==> config.mk <==
export PLATFORM = sky130hd
export DESIGN_NAME = iic_arbiter_flat
export DESIGN_NICKNAME = d
export VERILOG_FILES = /design/src/rtl/iic_arbiter_if.sv /design/src/rtl/iic_arbiter.sv /design/src/flat_wrapper.sv
export SDC_FILE = /design/constraint.sdc
export NUM_CORES = 1
export LEC_CHECK = 0
export BUFFER_PORTS_ARGS = -buffer_cell sky130_fd_sc_hd__buf_2
export CORE_MARGIN = 3
export CORE_UTILIZATION = 50
export DETAILED_ROUTE_END_ITERATION = 10
export PLACE_DENSITY = 0.77
export SETUP_SLACK_MARGIN = 0.1
export SLEW_MARGIN = 0
export SYNTH_ARGS = -nofsm -noshare
export SYNTH_HDL_FRONTEND = slang
export SYNTH_SLANG_ARGS = --single-unit
==> constraint.sdc <==
create_clock -name clk -period 3.13 [get_ports clk]
set_input_delay 0.1565 -clock clk [delete_from_list [all_inputs] [get_ports clk]]
set_output_delay 0.1565 -clock clk [all_outputs]
set_load 0.005 [all_outputs]
==> src/rtl/iic_arbiter_if.sv <==
// iic_arbiter_if: bundles the two requester ports, the shared read-data
// return path, status outputs and the iic_ctrl master-side signals.
//   slave  modport: the arbiter (drives ack/err/rdata/grant/busy/iic_* out)
//   master modport: the surroundings (requesters + iic_ctrl)
interface iic_arbiter_if;
  logic        req0, op0, ack0, err0;
  logic [15:0] addr0;
  logic [7:0]  wdata0;
  logic        req1, op1, ack1, err1;
  logic [15:0] addr1;
  logic [7:0]  wdata1;
  logic [7:0]  rdata;
  logic        rvalid;
  logic [1:0]  grant;
  logic        busy;
  logic        iic_wr_en, iic_rd_en;
  logic [15:0] iic_addr;
  logic [7:0]  iic_data;
  logic        iic_done;
  logic [7:0]  iic_rd_data;

  modport slave (
    input  req0, op0, addr0, wdata0, req1, op1, addr1, wdata1,
           iic_done, iic_rd_data,
    output ack0, err0, ack1, err1, rdata, rvalid, grant, busy,
           iic_wr_en, iic_rd_en, iic_addr, iic_data
  );

  modport master (
    output req0, op0, addr0, wdata0, req1, op1, addr1, wdata1,
           iic_done, iic_rd_data,
    input  ack0, err0, ack1, err1, rdata, rvalid, grant, busy,
           iic_wr_en, iic_rd_en, iic_addr, iic_data
  );
endinterface

==> src/rtl/iic_arbiter.sv <==
// iic_arbiter: round-robin share of one iic_ctrl EEPROM master between two
// requesters. Latches the winner's op/addr/data, pulses wr_en or rd_en for
// one cycle, waits for done, returns ack (+rdata/rvalid for reads), then
// holds off new work for the EEPROM write-cycle gap after a write.
//
// Ports:
//   clk          system clock
//   rst          asynchronous, active-high reset
//   bus (slave)  req/op/addr/wdata/ack/err per requester, rdata/rvalid,
//                grant (one-hot owner), busy, iic_wr_en/rd_en/addr/data to
//                iic_ctrl, iic_done/iic_rd_data from iic_ctrl
//
// Optional feature macro: IIC_ARB_TIMEOUT_EN
//   defined   -> WAIT gives up after TIMEOUT_CYCLES without done, pulses errN
//   undefined -> WAIT lasts until done, err0/err1 stay 0
module iic_arbiter #(
  parameter int GAP_CYCLES     = 250000,
  parameter int TIMEOUT_CYCLES = 100000
) (
  input  logic         clk,
  input  logic         rst,
  iic_arbiter_if.slave bus
);

  // Counters only ever hold (N-1) down/up to 0, so $clog2(N) bits suffice.
  localparam int GW = (GAP_CYCLES > 1) ? $clog2(GAP_CYCLES) : 1;
`ifdef IIC_ARB_TIMEOUT_EN
  localparam int TW = (TIMEOUT_CYCLES > 1) ? $clog2(TIMEOUT_CYCLES) : 1;
`endif

  if (GAP_CYCLES < 1 || TIMEOUT_CYCLES < 1) begin : g_param_chk
    $error("iic_arbiter: GAP_CYCLES and TIMEOUT_CYCLES must be >= 1");
  end

  typedef enum logic [1:0] {S_IDLE, S_ISSUE, S_WAIT, S_GAP} state_t;

  // Requester inputs packed by index so selection is a single mux.
  logic [1:0]       req, op_in;
  logic [1:0][15:0] addr_in;
  logic [1:0][7:0]  wdata_in;

  assign req      = {bus.req1, bus.req0};
  assign op_in    = {bus.op1, bus.op0};
  assign addr_in  = {bus.addr1, bus.addr0};
  assign wdata_in = {bus.wdata1, bus.wdata0};

  state_t          state_q, state_d;
  logic            last_q, last_d;     // last granted index, also current owner
  logic            op_q, op_d;
  logic [1:0]      grant_q, grant_d;
  logic [15:0]     addr_q, addr_d;
  logic [7:0]      data_q, data_d;
  logic            wr_en_q, wr_en_d;
  logic            rd_en_q, rd_en_d;
  logic [1:0]      ack_q, ack_d;
  logic [1:0]      err_q, err_d;
  logic [7:0]      rdata_q, rdata_d;
  logic            rvalid_q, rvalid_d;
  logic            busy_q, busy_d;
  logic [GW-1:0]   gap_q, gap_d;
`ifdef IIC_ARB_TIMEOUT_EN
  logic [TW-1:0]   tmo_q, tmo_d;
`endif
  logic            sel;

  always_comb begin
    state_d  = state_q;
    last_d   = last_q;
    op_d     = op_q;
    grant_d  = grant_q;
    addr_d   = addr_q;
    data_d   = data_q;
    wr_en_d  = 1'b0;
    rd_en_d  = 1'b0;
    ack_d    = '0;
    err_d    = '0;
    rdata_d  = rdata_q;
    rvalid_d = 1'b0;
    gap_d    = gap_q;
`ifdef IIC_ARB_TIMEOUT_EN
    tmo_d    = tmo_q;
`endif
    sel      = 1'b0;

    case (state_q)
      S_IDLE: begin
        if (|req) begin
          // Under contention the requester not served last wins.
          sel     = (req == 2'b11) ? ~last_q : req[1];
          state_d = S_ISSUE;
          last_d  = sel;
          op_d    = op_in[sel];
          addr_d  = addr_in[sel];
          data_d  = wdata_in[sel];
          grant_d = sel ? 2'b10 : 2'b01;
          // Enables are registered, so they are high during ISSUE only.
          wr_en_d = ~op_in[sel];
          rd_en_d = op_in[sel];
        end
      end
      S_ISSUE: begin
        state_d = S_WAIT;
`ifdef IIC_ARB_TIMEOUT_EN
        tmo_d   = '0;
`endif
      end
      S_WAIT: begin
        if (bus.iic_done) begin
          state_d       = S_GAP;
          grant_d       = '0;
          ack_d[last_q] = 1'b1;
          if (op_q) begin
            rdata_d  = bus.iic_rd_data;
            rvalid_d = 1'b1;
            gap_d    = '0;
          end else begin
            gap_d    = GW'(GAP_CYCLES - 1);
          end
        end
`ifdef IIC_ARB_TIMEOUT_EN
        else if (tmo_q == TW'(TIMEOUT_CYCLES - 1)) begin
          // A stuck bus may have left a write half done: always take the
          // full write-cycle gap.
          state_d       = S_GAP;
          grant_d       = '0;
          err_d[last_q] = 1'b1;
          gap_d         = GW'(GAP_CYCLES - 1);
        end else begin
          tmo_d = tmo_q + 1'b1;
        end
`endif
      end
      S_GAP: begin
        if (gap_q == '0) state_d = S_IDLE;
        else             gap_d   = gap_q - 1'b1;
      end
      default: state_d = S_IDLE;
    endcase

    busy_d = (state_d != S_IDLE);
  end

  always_ff @(posedge clk or posedge rst) begin
    if (rst) begin
      state_q  <= S_IDLE;
      last_q   <= 1'b1;
      op_q     <= 1'b0;
      grant_q  <= '0;
      addr_q   <= '0;
      data_q   <= '0;
      wr_en_q  <= 1'b0;
      rd_en_q  <= 1'b0;
      ack_q    <= '0;
      err_q    <= '0;
      rdata_q  <= '0;
      rvalid_q <= 1'b0;
      busy_q   <= 1'b0;
      gap_q    <= '0;
`ifdef IIC_ARB_TIMEOUT_EN
      tmo_q    <= '0;
`endif
    end else begin
      state_q  <= state_d;
      last_q   <= last_d;
      op_q     <= op_d;
      grant_q  <= grant_d;
      addr_q   <= addr_d;
      data_q   <= data_d;
      wr_en_q  <= wr_en_d;
      rd_en_q  <= rd_en_d;
      ack_q    <= ack_d;
      err_q    <= err_d;
      rdata_q  <= rdata_d;
      rvalid_q <= rvalid_d;
      busy_q   <= busy_d;
      gap_q    <= gap_d;
`ifdef IIC_ARB_TIMEOUT_EN
      tmo_q    <= tmo_d;
`endif
    end
  end

  assign bus.ack0      = ack_q[0];
  assign bus.ack1      = ack_q[1];
  assign bus.err0      = err_q[0];
  assign bus.err1      = err_q[1];
  assign bus.rdata     = rdata_q;
  assign bus.rvalid    = rvalid_q;
  assign bus.grant     = grant_q;
  assign bus.busy      = busy_q;
  assign bus.iic_wr_en = wr_en_q;
  assign bus.iic_rd_en = rd_en_q;
  assign bus.iic_addr  = addr_q;
  assign bus.iic_data  = data_q;

endmodule

==> src/flat_wrapper.sv <==
// flat-port wrapper written by rule: the top's interface ports become plain ports
module iic_arbiter_flat 
#(
  parameter int GAP_CYCLES     = 250000,
  parameter int TIMEOUT_CYCLES = 100000
)
  (clk, rst, bus_req0, bus_op0, bus_addr0, bus_wdata0, bus_req1, bus_op1, bus_addr1, bus_wdata1, bus_iic_done, bus_iic_rd_data, bus_ack0, bus_err0, bus_ack1, bus_err1, bus_rdata, bus_rvalid, bus_grant, bus_busy, bus_iic_wr_en, bus_iic_rd_en, bus_iic_addr, bus_iic_data);
  iic_arbiter_if bus_i ();
  input  logic clk;
  input  logic rst;
  input wire logic [$bits(bus_i.req0)-1:0] bus_req0;
  input wire logic [$bits(bus_i.op0)-1:0] bus_op0;
  input wire logic [$bits(bus_i.addr0)-1:0] bus_addr0;
  input wire logic [$bits(bus_i.wdata0)-1:0] bus_wdata0;
  input wire logic [$bits(bus_i.req1)-1:0] bus_req1;
  input wire logic [$bits(bus_i.op1)-1:0] bus_op1;
  input wire logic [$bits(bus_i.addr1)-1:0] bus_addr1;
  input wire logic [$bits(bus_i.wdata1)-1:0] bus_wdata1;
  input wire logic [$bits(bus_i.iic_done)-1:0] bus_iic_done;
  input wire logic [$bits(bus_i.iic_rd_data)-1:0] bus_iic_rd_data;
  output wire logic [$bits(bus_i.ack0)-1:0] bus_ack0;
  output wire logic [$bits(bus_i.err0)-1:0] bus_err0;
  output wire logic [$bits(bus_i.ack1)-1:0] bus_ack1;
  output wire logic [$bits(bus_i.err1)-1:0] bus_err1;
  output wire logic [$bits(bus_i.rdata)-1:0] bus_rdata;
  output wire logic [$bits(bus_i.rvalid)-1:0] bus_rvalid;
  output wire logic [$bits(bus_i.grant)-1:0] bus_grant;
  output wire logic [$bits(bus_i.busy)-1:0] bus_busy;
  output wire logic [$bits(bus_i.iic_wr_en)-1:0] bus_iic_wr_en;
  output wire logic [$bits(bus_i.iic_rd_en)-1:0] bus_iic_rd_en;
  output wire logic [$bits(bus_i.iic_addr)-1:0] bus_iic_addr;
  output wire logic [$bits(bus_i.iic_data)-1:0] bus_iic_data;
  assign bus_i.req0 = bus_req0;
  assign bus_i.op0 = bus_op0;
  assign bus_i.addr0 = bus_addr0;
  assign bus_i.wdata0 = bus_wdata0;
  assign bus_i.req1 = bus_req1;
  assign bus_i.op1 = bus_op1;
  assign bus_i.addr1 = bus_addr1;
  assign bus_i.wdata1 = bus_wdata1;
  assign bus_i.iic_done = bus_iic_done;
  assign bus_i.iic_rd_data = bus_iic_rd_data;
  assign bus_ack0 = bus_i.ack0;
  assign bus_err0 = bus_i.err0;
  assign bus_ack1 = bus_i.ack1;
  assign bus_err1 = bus_i.err1;
  assign bus_rdata = bus_i.rdata;
  assign bus_rvalid = bus_i.rvalid;
  assign bus_grant = bus_i.grant;
  assign bus_busy = bus_i.busy;
  assign bus_iic_wr_en = bus_i.iic_wr_en;
  assign bus_iic_rd_en = bus_i.iic_rd_en;
  assign bus_iic_addr = bus_i.iic_addr;
  assign bus_iic_data = bus_i.iic_data;
  iic_arbiter #(.GAP_CYCLES(GAP_CYCLES), .TIMEOUT_CYCLES(TIMEOUT_CYCLES)) u_core (.clk(clk), .rst(rst), .bus(bus_i));
endmodule
# [After elaboration in Yosys (flattened, before gate mapping)]
# Cells that the tools add are included.
[totals] reg_bits=62 input_bits=63 word_cells=67 out_inout_bits=42
[op_classes] n_lt_le_gt_ge=3 eq_ne=7 bitwise=2 add_sub_neg=1 mux=30 n_reduce_logical=11
[op_table] op="$mux 18" count=3
[op_table] op="$pmux 18 s2" count=1
[op_table] op="$mux 16" count=2
[op_table] op="$logic_not 18->1" count=1
[op_table] op="$sub 18x1->18 const B" count=1
[op_table] op="$mux 2" count=8
[op_table] op="$mux 8" count=2
[op_table] op="$mux 1" count=11
[op_table] op="$reduce_and 3->1" count=3
[op_table] op="$pmux 2 s4" count=1
[op_table] op="$eq 2x2->1 const B" count=3
[op_table] op="$reduce_bool 2->1" count=3
[op_table] op="$lt 1x2->1 const B" count=2
[op_table] op="$ne 2x2->1 const B" count=2
[op_table] op="$pmux 2 s2" count=1
[op_table] op="$eq 2x1->1 const B" count=1
[op_table] op="$logic_not 2->1" count=1
[op_table] op="$ne 2x1->1 const B" count=1
[op_table] op="$not 1->1" count=2
[op_table] op="$reduce_and 2->1" count=1
[op_table] op="$reduce_or 2->1" count=1
[op_table] op="$demux 1 s1" count=1
[op_table] op="$ge 1x1->1 const B" count=1
[op_table] op="$logic_and 1x1->1" count=1

# [Logic depth before layout (Yosys ltp)]
[depth] word_depth=7 mapped_depth=7 depth_no_buf=6

# [Worst setup path before layout]
# Ideal clock, no wire load.
[synth_path] kind="reg-to-reg" startpoint="reg u_core.gap_q[15]" endpoint="reg u_core.gap_q[1]" n_path_buf=1 synth_period_minus_slack_ns=1.895 setup_time_ns=0.125 arrival_ns=1.770 path_slack_ns=1.235 required_ns=3.005 path_stages_with_launch=6 path_cell_list="dfrtp_1 > clkdlybuf4s15_1 > nor4b_2 > nand3_1 > o21ai_2 > mux2_2"
[synth_via] elab_chain_cells=3
[synth_lines] item="start: declaration" line="iic_arbiter.sv:60" rtl="logic [GW-1:0] gap_q, gap_d;"
[synth_lines] item="start signal: assignment" line="iic_arbiter.sv:176" rtl="gap_q <= gap_d;"
[synth_lines] item="$logic_not 18->1" line="iic_arbiter.sv:134" rtl="if (gap_q == '0) state_d = S_IDLE;"
[synth_lines] item="$ne 2x2->1 (no source line)"
[synth_lines] item="$reduce_and 3->1 (no source line)"
# No other way between the ends.
# A chain may end at the register's enable or synchronous reset.

# [Worst setup path in the final report]
[layout_path] startpoint="reg u_core.gap_q[7]" endpoint="reg u_core.gap_q[16]"
[layout_via] elab_chain_cells=3 elab_cells_between_ends=6 cone_classes="1 x add/sub; 1 x eq/ne; 2 x mux; 2 x reduce/logical"
[layout_lines] item="$sub 18x1->18 / $logic_not 18->1 (equally long branches)" line="iic_arbiter.sv:135, iic_arbiter.sv:134"
[layout_lines] item="$mux 18 / $ne 2x2->1 (equally long branches)"
[layout_lines] item="$pmux 18 s2 / $reduce_and 3->1 (equally long branches)"
# Several ways; a longest one is shown, not always the timed one. The select of a mux whose other input is x is not followed.

==> flow_summary_export.csv <==
group,metric,value,unit
outcome,status,"finished with violations",
outcome,violations,"hold timing",
worst_setup_path,startpoint,"u_core.gap_q[7]$_DFFE_PP0P_",
global_route,grt_max_degree,43,
drt,first_pass_iters,6,
worst_setup_path,reg2reg_depth,4,
pwr,p_leak,1.87,nW
clock_tree,cts_tree,"done",
synth,synth-edff-count,0,
synth,synthAdderAreaFrac,0.856,%
synth,synth_compound_area_share,16.3,%
sta,finalSetupTns,0,ps
sta,fin_skew,9.00,ps
floorplan,die_h,82.5,µm
placement,io_buffers,102,
placement,dp_hpwl,5220,µm
sta,fmax,456,MHz
worst_setup_path,r2r-start,"u_core.gap_q[7]$_DFFE_PP0P_",
clock_tree,cts_resized,0,
pwr,switching_power,0.858,mW
pwr,switching_share,33.2,%
drt,ant_nets,0,
worst_setup_path,cp-start-kind,"flop",
drt,top_layer,"met4",
drt,vias,2626,
global_route,grt.overflow.total,0,
synth,yosysTopAreaCell,"dfrtp_1",
final_layout,num-nets-final,456,
sta,maxSlewHeadroom,40.1,%
clock_tree,hold_buffers,0,
final_layout,fillers,477,
final_layout,antenna-diode-count,0,
clock_tree,clk_pin_slew,70,ps
pwr,combPwrFrac,25.7,%
worst_setup_path,cpPeakStageDelay,580,ps
global_route,grt_usage,23.0,%
clock_tree,post_cts_buffers,0,
placement,pre_cts_slack,1060,ps
worst_setup_path,cp_slowest_cell,"nor4_1",
clock_tree,cts_root_buf,"clkbuf_8",
floorplan,die_x,82.5,µm
floorplan,initial_core_util,52.5,%
hold_path,worst_hold_path_type,"primary input to asynchronous set/reset pin",
drt,wl,7220,µm
synth,synth_area_leaders,"dfrtp_1 52%, nand2_1 7.7%, a22oi_1 6.2%, mux2_2 3.5%, mux2i_1 2.1%",
clock_tree,clk_latency,330,ps
synth,yosysUniqueCellTypes,53,
synth,synthSimpleGateAreaFrac,20.4,%
placement,routabilityCongestion,0.966,
pwr,ir_drop,0.329,mV
global_route,antenna_found_initial,0,
synth,ys_warn_count,0,
worst_setup_path,timing.rr.end,"u_core.gap_q[16]$_DFFE_PP0P_",
floorplan,core,0.00557,mm²
synth,synth_top_family_by_area,"simple AND/OR/NAND/NOR gates",
worst_setup_path,cp-end-kind,"flop",
floorplan,rows,27,
pwr,p_int,1.73,mW
worst_setup_path,critPathRequiredTime,3320,ps
sta,drv_slew,0,
synth,netlist_area,0.00292,mm²
floorplan,io_pins,105,
sta,setup_slack,935,ps
final_layout,drive_gt1_share,36.4,%
final_layout,finalNonFillerCells,468,
drt,wl_per_cell,15.4,µm
sta,hold_viol_final,1,
final_layout,register_area,0.00155,mm²
pwr,totalPowerFinal,2.59,mW
sta,rsz0062_at_grt,"no",
synth,syn-mean-instance-area,10.0,µm²
pwr,power.density,702,mW/mm²
final_layout,areaGrowthSynthToFinish,25.9,%
synth,synth-seq-cells,62,
sta,worst_slew_pin_slew,899,ps
clock_tree,cts_buffer_depth,2,
sta,min_period,2190,ps
synth,synthMuxAreaShare,5.52,%
sta,fin_hold_ws,-1.88,ps
drt,drt-met1-wl,3010,µm
global_route,grt_pass1_wl,11800,µm
drt,drc,0,
drt,met2_length,3360,µm
worst_setup_path,r2r_setup_slack,940,ps
drt,drt_iter0_drc,190,
run,drv_cap,0,
worst_setup_path,endpoint,"u_core.gap_q[16]$_DFFE_PP0P_",
final_layout,multi_input_area,0.00128,mm²
sta,setup-violations-final,0,
synth,ys.flop_type,"dfrtp_1",
worst_setup_path,crit_chain,"nor4_1, nand3_1, nor4b_1, o22ai_1",
placement,placed_cells,452,
synth,yosysTopAreaCellShare,52.2,%
drt,wl_met3,692,µm
clock_tree,clock_sinks,62,
clock_tree,h-tree-depth,3,
global_route,grt_pass1_vias,2634,
worst_setup_path,cp_max_fo,9,
drt,avgViaCountPerCell,5.61,
synth,syn_inst,291,
clock_tree,numCtsBuffers,9,
worst_setup_path,crit_arrival,2380,ps
synth,async_flop_share,100,%
sta,fin_crit_sh,70.1,%
floorplan,die_area,0.00680,mm²
synth,synth_xor_area_share,0,%
synth,ys_seq_area_share,53.1,%
worst_setup_path,critical_path_class,"flop to flop",
pwr,pwr-share-clk,27.3,%
pwr,p_seq_share,46.9,%
-- sequential cells by signal (all words and copies together) (netlist names) --
| signal | cells |
|---|---|
| u_core.ack_q | 2 |
| u_core.bus.busy | 1 |
| u_core.bus.grant | 2 |
| u_core.bus.iic_addr | 16 |
| u_core.bus.iic_data | 8 |
| u_core.bus.iic_rd_en | 1 |
| u_core.bus.iic_wr_en | 1 |
| u_core.bus.rdata | 8 |
| u_core.bus.rvalid | 1 |
| u_core.gap_q | 18 |
| u_core.last_q | 1 |
| u_core.op_q | 1 |
| u_core.state_q | 2 |
-- power by group through the flow --
stage                     Clock, mW  Combinational (mW)  Sequential (mW)
after floorplan                   0               0.455             1.17
after global placement            0               0.640             1.20
after detailed placement          0               0.666             1.21
after CTS                     0.717               0.664             1.20
after global routing          0.748               0.753             1.24
final                         0.707               0.665             1.21
-- worst min path at each step --
stage / endpoint
floorplan: u_core.bus.iic_addr[0]$_DFFE_PP0P_
global placement: u_core.bus.iic_addr[4]$_DFFE_PP0P_
detailed placement: u_core.bus.rdata[5]$_DFFE_PP0P_
CTS: u_core.bus.rdata[5]$_DFFE_PP0P_
global route: u_core.bus.iic_addr[13]$_DFFE_PP0P_
finish: u_core.bus.rdata[5]$_DFFE_PP0P_
-- per-stage QoR --
| step | instance area (µm²) | utilization (%) |
|---|---|---|
| 5_1_grt | 3680 | 66.1 |
| 3_5_place_dp | 3480 | 62.4 |
| 6_report | 3680 | 66.1 |
| 3_3_place_gp | 3480 | 62.4 |
| 4_1_cts | 3680 | 66.1 |
| 2_1_floorplan | 2930 | - |
-- cell families (layout without fill, tap and decap cells) --
family,after synthesis,in the layout
other cells,1,2
fa+ha+maj,2,2
buf+inv,24,128
compound gates,66,66
mux,15,15
simple gates,121,121
flops,62,62
-- critical path: cells and delay by family (launching register included) --
| family | cells | cell delay [ps] |
|---|---|---|
| AOI/OAI and AO/OA | 1 | 160 |
| DFF | 1 | 420 |
| and+or+nand+nor | 3 | 1480 |
-- area by class of cell --
type,instances,share of cell area (%)
multi-input cells,206,34.7
repair buffers,105,14.5
well taps,72,2.45
clock buffers,13,4.32
clock inverters,3,1.16
inverters,7,0.714
flip-flops and latches,62,42.2
-- per-layer routing --
layer,up-vias,track usage (%)
li1,1248,-
met1,1223,28.6
met2,139,36.3
met3,16,5.86
met4,0,13.1
met5,-,0
-- Yosys cell counts (2+ instances only) --
master and number:
or3_1 3, nand3_1 7, and2_1 2, or4_1 5
nor4_1 5, mux2i_1 6, or2_2 2, a22oi_1 24
nor2_1 16, nand4_1 2, mux2_2 9, nor3_1 6
buf_4 3, o31ai_1 3, inv_1 7, nor4_2 2
a31o_2 2, o21ai_0 9, dfrtp_1 61, nand2_1 60
clkbuf_1 12, a21oi_1 9, o311ai_0 3, ha_1 2
nor4b_1 2, o22ai_1 2
-- cell usage in the layout (no fill, tap or decap), types with 3 or more instances in the layout --
cell type / synthesis / final
a22oi_1: 24 / 24
mux2i_1: 6 / 6
or4_1: 5 / 5
buf_2: 1 / 102
dfrtp_1: 61 / 61
nor4_1: 5 / 5
or3_1: 3 / 3
inv_1: 7 / 6
buf_4: 3 / 3
clkbuf_8: 0 / 11
o21ai_0: 9 / 9
a21oi_1: 9 / 9
o311ai_0: 3 / 3
nand2_1: 60 / 60
mux2_2: 9 / 9
o31ai_1: 3 / 3
nor2_1: 16 / 16
nor3_1: 6 / 6
nand3_1: 7 / 7
No activity file was read; power rests on OpenSTA's default activity.
